File: src/rtl/mem_datos_if.sv
// mem_datos_if -- request/response bundle between the control unit and the
// data memory.
//   LeerMem, EscrMem : read / write requests (master -> slave)
//   Direccion        : 32-bit byte address from the ALU result
//   DatoEscr         : write data
//   DatoLeido        : registered read data (slave -> master)
//   Valido           : DatoLeido carries data for a read accepted last cycle
//   ErrorAcc         : last cycle's request was rejected
//   Ocupado          : memory clear sequence in progress, requests ignored
//   ContLect/ContEscr/ContErr : saturating 16-bit event counters
interface mem_datos_if #(
  parameter int ANCHO = 32
);
  logic             LeerMem;
  logic             EscrMem;
  logic [31:0]      Direccion;
  logic [ANCHO-1:0] DatoEscr;
  logic [ANCHO-1:0] DatoLeido;
  logic             Valido;
  logic             ErrorAcc;
  logic             Ocupado;
  logic [15:0]      ContLect;
  logic [15:0]      ContEscr;
  logic [15:0]      ContErr;

  modport master (
    output LeerMem, EscrMem, Direccion, DatoEscr,
    input  DatoLeido, Valido, ErrorAcc, Ocupado, ContLect, ContEscr, ContErr
  );

  modport slave (
    input  LeerMem, EscrMem, Direccion, DatoEscr,
    output DatoLeido, Valido, ErrorAcc, Ocupado, ContLect, ContEscr, ContErr
  );
endinterface

File: src/rtl/mem_datos.sv
// mem_datos -- word-addressed data memory with a post-reset clear sequence,
// request validation and saturating access counters.
//   clk   : single clock, rising edge
//   reset : synchronous, active-high; restarts the clear sequence
//   bus   : mem_datos_if slave modport (requests in, read data/status out)
// After reset the FSM sits in LIMPIAR for exactly PROF cycles writing zero to
// one word per cycle, then enters LISTO where requests are served. Reads have
// one cycle of latency through the registered read port.
module mem_datos #(
  parameter int PROF  = 64,
  parameter int ANCHO = 32
) (
  input  logic         clk,
  input  logic         reset,
  mem_datos_if.slave   bus
);

  localparam int AW = $clog2(PROF);

  typedef enum logic {LIMPIAR, LISTO} estado_t;

  estado_t       estado_q, estado_d;
  logic [AW-1:0] idx_q, idx_d;

  // ---------------------------------------------------------------- FSM
  always_ff @(posedge clk) begin
    if (reset) begin
      estado_q <= LIMPIAR;
      idx_q    <= '0;
    end else begin
      estado_q <= estado_d;
      idx_q    <= idx_d;
    end
  end

  always_comb begin
    estado_d = estado_q;
    idx_d    = idx_q;
    if (estado_q == LIMPIAR) begin
      idx_d = idx_q + 1'b1;
      if (idx_q == AW'(PROF - 1)) begin
        estado_d = LISTO;
      end
    end
  end

  // ------------------------------------------------------ request decode
  logic          listo;
  logic          conflicto, desalineado, fuera_rango, invalida;
  logic          lect_ok, escr_ok, rechazo;
  logic [AW-1:0] palabra;

  assign listo       = (estado_q == LISTO);
  assign conflicto   = bus.LeerMem & bus.EscrMem;
  assign desalineado = |bus.Direccion[1:0];
  // Any bit at or above byte 4*PROF puts the address out of range.
  assign fuera_rango = |bus.Direccion[31:AW+2];
  assign invalida    = conflicto | desalineado | fuera_rango;
  assign palabra     = bus.Direccion[AW+1:2];

  assign lect_ok = listo & bus.LeerMem & ~invalida;
  assign escr_ok = listo & bus.EscrMem & ~invalida;
  assign rechazo = listo & (bus.LeerMem | bus.EscrMem) & invalida;

  // -------------------------------------------------------------- memory
  // Single write port shared by the clear walker and accepted writes; the
  // two never overlap because writes are only accepted in LISTO.
  logic [ANCHO-1:0] mem [PROF];
  logic             mem_we;
  logic [AW-1:0]    mem_waddr;
  logic [ANCHO-1:0] mem_wdata;

  assign mem_we    = ~reset & (~listo | escr_ok);
  assign mem_waddr = listo ? palabra : idx_q;
  assign mem_wdata = listo ? bus.DatoEscr : '0;

  always_ff @(posedge clk) begin
    if (mem_we) begin
      mem[mem_waddr] <= mem_wdata;
    end
  end

  // Registered read port; holds its value unless a read is accepted.
  logic [ANCHO-1:0] dato_q;
  logic             valido_q;
  logic             error_q;

  always_ff @(posedge clk) begin
    if (reset) begin
      dato_q   <= '0;
      valido_q <= 1'b0;
      error_q  <= 1'b0;
    end else begin
      valido_q <= lect_ok;
      error_q  <= rechazo;
      if (lect_ok) begin
        dato_q <= mem[palabra];
      end
    end
  end

  // ------------------------------------------------------------ counters
  // Index 0: accepted reads, 1: accepted writes, 2: rejected requests.
  logic [2:0]  cnt_inc;
  logic [15:0] cnt_q [3];
  logic [15:0] cnt_d [3];

  assign cnt_inc = {rechazo, escr_ok, lect_ok};

  for (genvar gi = 0; gi < 3; gi++) begin : g_cnt
    always_comb begin
      cnt_d[gi] = cnt_q[gi];
      if (cnt_inc[gi] && (cnt_q[gi] != 16'hFFFF)) begin
        cnt_d[gi] = cnt_q[gi] + 16'd1;
      end
    end

    always_ff @(posedge clk) begin
      if (reset) begin
        cnt_q[gi] <= '0;
      end else begin
        cnt_q[gi] <= cnt_d[gi];
      end
    end
  end

  // ------------------------------------------------------------- outputs
  assign bus.DatoLeido = dato_q;
  assign bus.Valido    = valido_q;
  assign bus.ErrorAcc  = error_q;
  assign bus.Ocupado   = (estado_q == LIMPIAR);
  assign bus.ContLect  = cnt_q[0];
  assign bus.ContEscr  = cnt_q[1];
  assign bus.ContErr   = cnt_q[2];

endmodule

File: src/flat_wrapper.sv
// flat-port wrapper written by rule: the top's interface ports become plain ports
module mem_datos_flat 
#(
  parameter int PROF  = 64,
  parameter int ANCHO = 32
)
  (clk, reset, bus_LeerMem, bus_EscrMem, bus_Direccion, bus_DatoEscr, bus_DatoLeido, bus_Valido, bus_ErrorAcc, bus_Ocupado, bus_ContLect, bus_ContEscr, bus_ContErr);
  mem_datos_if #(.ANCHO(ANCHO)) bus_i ();
  input  logic clk;
  input  logic reset;
  input wire logic [$bits(bus_i.LeerMem)-1:0] bus_LeerMem;
  input wire logic [$bits(bus_i.EscrMem)-1:0] bus_EscrMem;
  input wire logic [$bits(bus_i.Direccion)-1:0] bus_Direccion;
  input wire logic [$bits(bus_i.DatoEscr)-1:0] bus_DatoEscr;
  output wire logic [$bits(bus_i.DatoLeido)-1:0] bus_DatoLeido;
  output wire logic [$bits(bus_i.Valido)-1:0] bus_Valido;
  output wire logic [$bits(bus_i.ErrorAcc)-1:0] bus_ErrorAcc;
  output wire logic [$bits(bus_i.Ocupado)-1:0] bus_Ocupado;
  output wire logic [$bits(bus_i.ContLect)-1:0] bus_ContLect;
  output wire logic [$bits(bus_i.ContEscr)-1:0] bus_ContEscr;
  output wire logic [$bits(bus_i.ContErr)-1:0] bus_ContErr;
  assign bus_i.LeerMem = bus_LeerMem;
  assign bus_i.EscrMem = bus_EscrMem;
  assign bus_i.Direccion = bus_Direccion;
  assign bus_i.DatoEscr = bus_DatoEscr;
  assign bus_DatoLeido = bus_i.DatoLeido;
  assign bus_Valido = bus_i.Valido;
  assign bus_ErrorAcc = bus_i.ErrorAcc;
  assign bus_Ocupado = bus_i.Ocupado;
  assign bus_ContLect = bus_i.ContLect;
  assign bus_ContEscr = bus_i.ContEscr;
  assign bus_ContErr = bus_i.ContErr;
  mem_datos #(.PROF(PROF), .ANCHO(ANCHO)) u_core (.clk(clk), .reset(reset), .bus(bus_i));
endmodule
File: config.mk
export PLATFORM = sky130hd
export DESIGN_NAME = mem_datos_flat
export DESIGN_NICKNAME = d
export VERILOG_FILES = /design/src/rtl/mem_datos_if.sv /design/src/rtl/mem_datos.sv /design/src/flat_wrapper.sv
export SDC_FILE = /design/constraint.sdc
export NUM_CORES = 2
export LEC_CHECK = 0
export CORE_AREA = 10 10 460 462
export CTS_CLUSTER_SIZE = 20
export DETAILED_ROUTE_END_ITERATION = 12
export DIE_AREA = 0 0 470 472
export PLACE_DENSITY = 0.55
export SLEW_MARGIN = 25
export SYNTH_ARGS = -nofsm -noshare
export SYNTH_HDL_FRONTEND = slang
export SYNTH_SLANG_ARGS = --single-unit
File: constraint.sdc
create_clock -name clk -period 9.38 [get_ports clk]
set_input_delay 1.876 -clock clk [delete_from_list [all_inputs] [get_ports clk]]
set_output_delay 1.876 -clock clk [all_outputs]
set_load 0.005 [all_outputs]
* Yosys cells after proc, flatten, opt, wreduce, memory -nomap -nowiden *
Memory sizes are Yosys's and may differ from the RTL's. A register that Yosys moved wholly into a read port is not among the register bits.
Cells that the tools add are included.

word-level totals
  flip-flop bits (word level) = 9
  RAM bits = 2096
  output and inout port bits = 83
  memories kept = 2

memory list
  name          words  width  rd ports  clocked after memory_dff  wr ports  RTL line          source
  u_core.mem    64     32     1         1                         1         mem_datos.sv:68   logic [ANCHO-1:0] mem [PROF];
  u_core.cnt_q  3      16     3         0                         3         mem_datos.sv:105  logic [15:0] cnt_q [3];

operators by class
  add/sub/neg operators = 4
  eq/ne operators = 4
  mux-type cells = 15
  bitwise gates (word level) = 18
  reduce and logical (&&, ||, !) cells = 5

operators by type and width
  cell                   count
  $mux 16                6
  $add 16x1->16 const B  3
  $ne 16x16->1 const B   3
  $mux 32                1
  $reduce_or 24->1       1
  $and 1x1->1            8
  $mux 1                 7
  $or 1x1->1             7
  $add 6x1->6 const B    1
  $eq 6x6->1 const B     1
  $mux 6                 1
  $logic_and 1x1->1      3
  $not 1->1              3
  $reduce_or 2->1        1

* Depth between registers and ports, before layout *
  depth after elaboration = 9
  gate-level depth with buffers = 11
  gate-level depth less buffers = 7

* Worst setup path after synthesis *
Ideal clock, no wire load.

  path type = input -> register
  start = in bus_Direccion[4]
  end = mem u_core.mem[1][0], enable pin
  library setup time = 421 ps
  arrival = 4545 ps
  data required time = 8959 ps
  path slack = 4413 ps
  cell stages on the path = 8
  buffers on the path = 5
  path through = buf_2 -> buf_6 -> buf_4 -> buf_4 -> buf_4 -> a21oi_1 -> nand2_1 -> nor2_1

on the way
  longest elaborated chain between the ends = 1

RTL lines
  element          RTL line            source
  start, declared  flat_wrapper.sv:13  input wire logic [$bits(bus_i.Direccion)-1:0] bus_Direccion;
  $mux 6           mem_datos.sv:74     assign mem_waddr = listo ? palabra : idx_q;
  end, declared    mem_datos.sv:68

No other way between the ends.

* Final worst setup path *
  start = in bus_LeerMem
  end = mem u_core.mem[25][22], enable pin

on the way
  longest elaborated chain between the ends = 9

RTL lines
  element                       RTL line            source
  start, declared               flat_wrapper.sv:11  input wire logic [$bits(bus_i.LeerMem)-1:0] bus_LeerMem;
  $and 1x1->1                   mem_datos.sv:54     assign conflicto = bus.LeerMem & bus.EscrMem;
  $or 1x1->1 (2 in a row)       mem_datos.sv:58     assign invalida = conflicto | desalineado | fuera_rango;
  $not 1->1                     mem_datos.sv:62     assign escr_ok = listo & bus.EscrMem & ~invalida;
  $and 1x1->1                   mem_datos.sv:62
  $or 1x1->1                    mem_datos.sv:73     assign mem_we = ~reset & (~listo | escr_ok);
  $and 1x1->1                   mem_datos.sv:73
  $mux 1                        mem_datos.sv:78     if (mem_we) begin
  $mux 1 (implied by the code)  mem_datos.sv:79     mem[mem_waddr] <= mem_wdata;

No other way between the ends.

==> impl_metrics.json <==
{
  "cp_cell_sequence": "clkdlybuf4s50_1, a211oi_2, nand4_1, nor3_2, a22o_1, nand2_1, nor2_4, buf_4",
  "ys_seq_elements": 2137,
  "ys_seq_area_frac": 0.768,
  "cts_buffer_depth": 3,
  "htree_num_levels": 4,
  "numCtsBuffers": 213,
  "swShare": 0.208,
  "design_area_um2": 94700,
  "crit_family": "simple AND/OR/NAND/NOR gates",
  "synth_area_leader_cell": "edfxtp_1",
  "fin_crit_sh": 0.572,
  "grt_antenna_before_repair": 20,
  "synth_area_leaders": "edfxtp_1 (75%), mux4_2 (9.6%), mux2i_1 (4.7%), dfxtp_1 (2.2%), a22oi_1 (1.4%)",
  "synth_flop_cell": "edfxtp_1",
  "p_clk_frac": 0.425,
  "ctsResizeCount": 0,
  "syn_inst": 4102,
  "rows": 165,
  "syn_area_um2": 82400,
  "final-setup-viol-count": 0,
  "cp_slowest_stage_delay_ps": 950,
  "cts-root-buf": "clkbuf_16",
  "cts_tree": "done",
  "netlist.area_leader.share": 0.746,
  "power.internal_w": 0.0152,
  "placed_area_um2": 88000,
  "synth-compound-area-share": 0.0386,
  "timing.final.hold_violations": 0,
  "num_vias": 41947,
  "clk_latency_ps": 850,
  "synth_xor_area_frac": 0.00393,
  "grt_pass1_wl_mm": 324,
  "rsz0062_at_grt": "no",
  "setup_tns_ps": 0,
  "synth_top_family_by_area": "multiplexers",
  "cp_max_fo": 19,
  "grt_use_total": 0.202,
  "dieArea_um2": 222000,
  "start_kind": "input pin",
  "drv_slew": 0,
  "power_frac_comb": 0.038,
  "fin_nets": 4469,
  "synthAdderAreaFrac": 0.000607,
  "grt_pass1_vias": 41844,
  "period_needed_ps": 5360,
  "hold_path_depth": 2,
  "avgSynthCellArea_um2": 20.1,
  "pwr-share-seq": 0.537,
  "yosys.area_share.simple": 0.0303,
  "end_kind": "register",
  "hpwl_mm": 127,
  "syn-num-nets": 4174,
  "worstPathArrival_ps": 5870,
  "hold_path_class": "reg2reg",
  "port-buffer-count": 150,
  "worstMarginPinSlew_ps": 1160,
  "cts_hold_buf": 0,
  "critPathBufInv": 2,
  "boundaryPins": 151,
  "whs_ps": 489,
  "crit_type": "in2reg",
  "synth_edf_count": 2048,
  "hp-start": "u_core.cnt_q[1][1]$_SDFFE_PP0P_",
  "grt_overflow_total": 0,
  "die_w_um": 470,
  "power_w": 0.0192,
  "start_util": 0.408,
  "drc": 0,
  "drt-initial-drc-count": 4933,
  "slew_headroom": 0.227,
  "drive_gt1_frac": 0.207,
  "cts.clk_slew.worst_paths_ps": 60,
  "drtPass1Iterations": 6,
  "finClkSkew_ps": 28.5,
  "netSwitchingPower_w": 0.00401,
  "routed_wl_mm": 229,
  "synthArstFlopShare": 0,
  "synthMuxAreaShare": 0.143,
  "power_per_cell_area_nw_per_um2": 203,
  "cts_setup_buffers": 0,
  "r2r_start": "u_core.estado_q$_SDFF_PP0_",
  "place.gp.congestion": 0.802,
  "power_leakage_nw": 32.1,
  "synth_warnings": 0,
  "min_to": "u_core.cnt_q[1][1]$_SDFFE_PP0P_",
  "reg2regPathDepth": 7,
  "outcome": "finished clean",
  "antenna_left": 0,
  "core_um2": 202000,
  "rrSetupSlack_ps": 4940,
  "cts_sinks": 2137,
  "fp.dieH_um": 472,
  "ir_drop_mv": 0.192,
  "wl_per_cell_um": 31.6,
  "fmax_ghz": 0.186,
  "synth.distinct_cells": 55,
  "grt_max_degree": 118,
  "fillers": 16932,
  "area_growth_pct": 14.9,
  "drv_cap": 0,
  "r2r_end": "u_core.mem[25][22]$_DFFE_PP_",
  "via_per_inst": 5.78,
  "critPathRequiredTime_ps": 9890,
  "crit_path_top_delay_cell": "nor3_2"
}
Yosys cell counts, types with 19 or more instances:
master / instances
o22ai_1: 128
or4_1: 34
edfxtp_1: 2048
a22oi_1: 150
dfxtp_1: 89
nand2_1: 152
mux2i_1: 386
o21ai_0: 21
nand4_1: 21
mux4_2: 352
a21oi_1: 80
buf_6: 21
a311oi_1: 25
o211ai_2: 30
nand3_1: 35
buf_4: 30
nor2_1: 141
clkbuf_1: 62
and2_1: 39
xor2_1: 19
buf_2: 102
tightest hold or removal path: cells and delay by family (launching register included):
kind             cells  cell delay [ps]
flip-flops           1              330
AO/OA/AOI/OAI        1               50
AND/OR/NAND/NOR      1               60
layer usage:
layer | GRT usage | part of all wire
met5 | 0 | 0.00011
met4 | 0.0538 | 0.024
met3 | 0.0371 | 0.073
met2 | 0.324 | 0.48
met1 | 0.284 | 0.43
worst max path at each step:
| stage | start | end | cells after the start |
|---|---|---|---|
| after floorplan | bus_Direccion[4] | u_core.mem[1][0]$_DFFE_PP_ | 8 |
| after global placement | bus_Direccion[2] | u_core.bus.DatoLeido[27]$_SDFFE_PP0P_ | 8 |
| after detailed placement | bus_LeerMem | u_core.mem[1][4]$_DFFE_PP_ | 8 |
| after CTS | bus_LeerMem | u_core.mem[1][4]$_DFFE_PP_ | 8 |
| after global routing | bus_LeerMem | u_core.mem[5][26]$_DFFE_PP_ | 8 |
| final | bus_LeerMem | u_core.mem[25][22]$_DFFE_PP_ | 8 |
registers in the layout, summed over array words and instances, names as in the netlist:
name and flops:
u_core.mem 2048, u_core.cnt_q 48, u_core.bus.DatoLeido 32, u_core.idx_q 6
u_core.bus.ErrorAcc 1, u_core.bus.Valido 1, u_core.estado_q 1
logic make-up (layout without fill, tap and decap cells):
family	count (synthesis)	count (layout)
mux	738	738
buf+inv	231	709
compound gates	453	453
fa+ha+maj	4	4
other cells	0	10
xor+xnor	37	37
simple gates	502	502
flops	2137	2137
cell usage in the layout (no fill, tap or decap), types with 88 or more instances in the layout:
| cell type | n |
|---|---|
| mux2i_1 | 386 |
| clkdlybuf4s50_1 | 145 |
| nand2_1 | 152 |
| edfxtp_1 | 2048 |
| a22oi_1 | 150 |
| mux4_2 | 352 |
| dfxtp_1 | 88 |
| buf_4 | 139 |
| clkbuf_16 | 218 |
| o22ai_1 | 128 |
stage by stage:
stage               utilization  setup WS [ps]  std cells
floorplan                     -           4410       4102
CTS                       0.469           4090       7251
global placement          0.435           3160       6841
global route              0.469           3810       7257
detailed placement        0.436           3200       6853
finish                    0.469           4020       7262
power by group through the flow:
stage	Clock [W]	Sequential [W]	Combinational (W)
2_1_floorplan	0	0.0105	0.000455
3_3_place_gp	0	0.0105	0.000725
3_5_place_dp	0	0.0105	0.000728
4_1_cts	0.00833	0.0103	0.000730
5_1_grt	0.00873	0.0103	0.000764
6_report	0.00818	0.0103	0.000725
layout make-up:
cell class | instances | area (um^2) | share of cell area
Timing Repair Buffer | 303 | 2880 | 0.0304
Inverter | 8 | 31.3 | 0.000330
Multi-Input combinational cell | 1734 | 18500 | 0.195
Sequential cell | 2137 | 63300 | 0.668
Antenna cell | 10 | 25.0 | 0.000264
Tap cell | 2672 | 3340 | 0.0353
Clock buffer | 306 | 5890 | 0.0622
Clock inverter | 92 | 734 | 0.00776
Power figures use the tool's default switching activity.
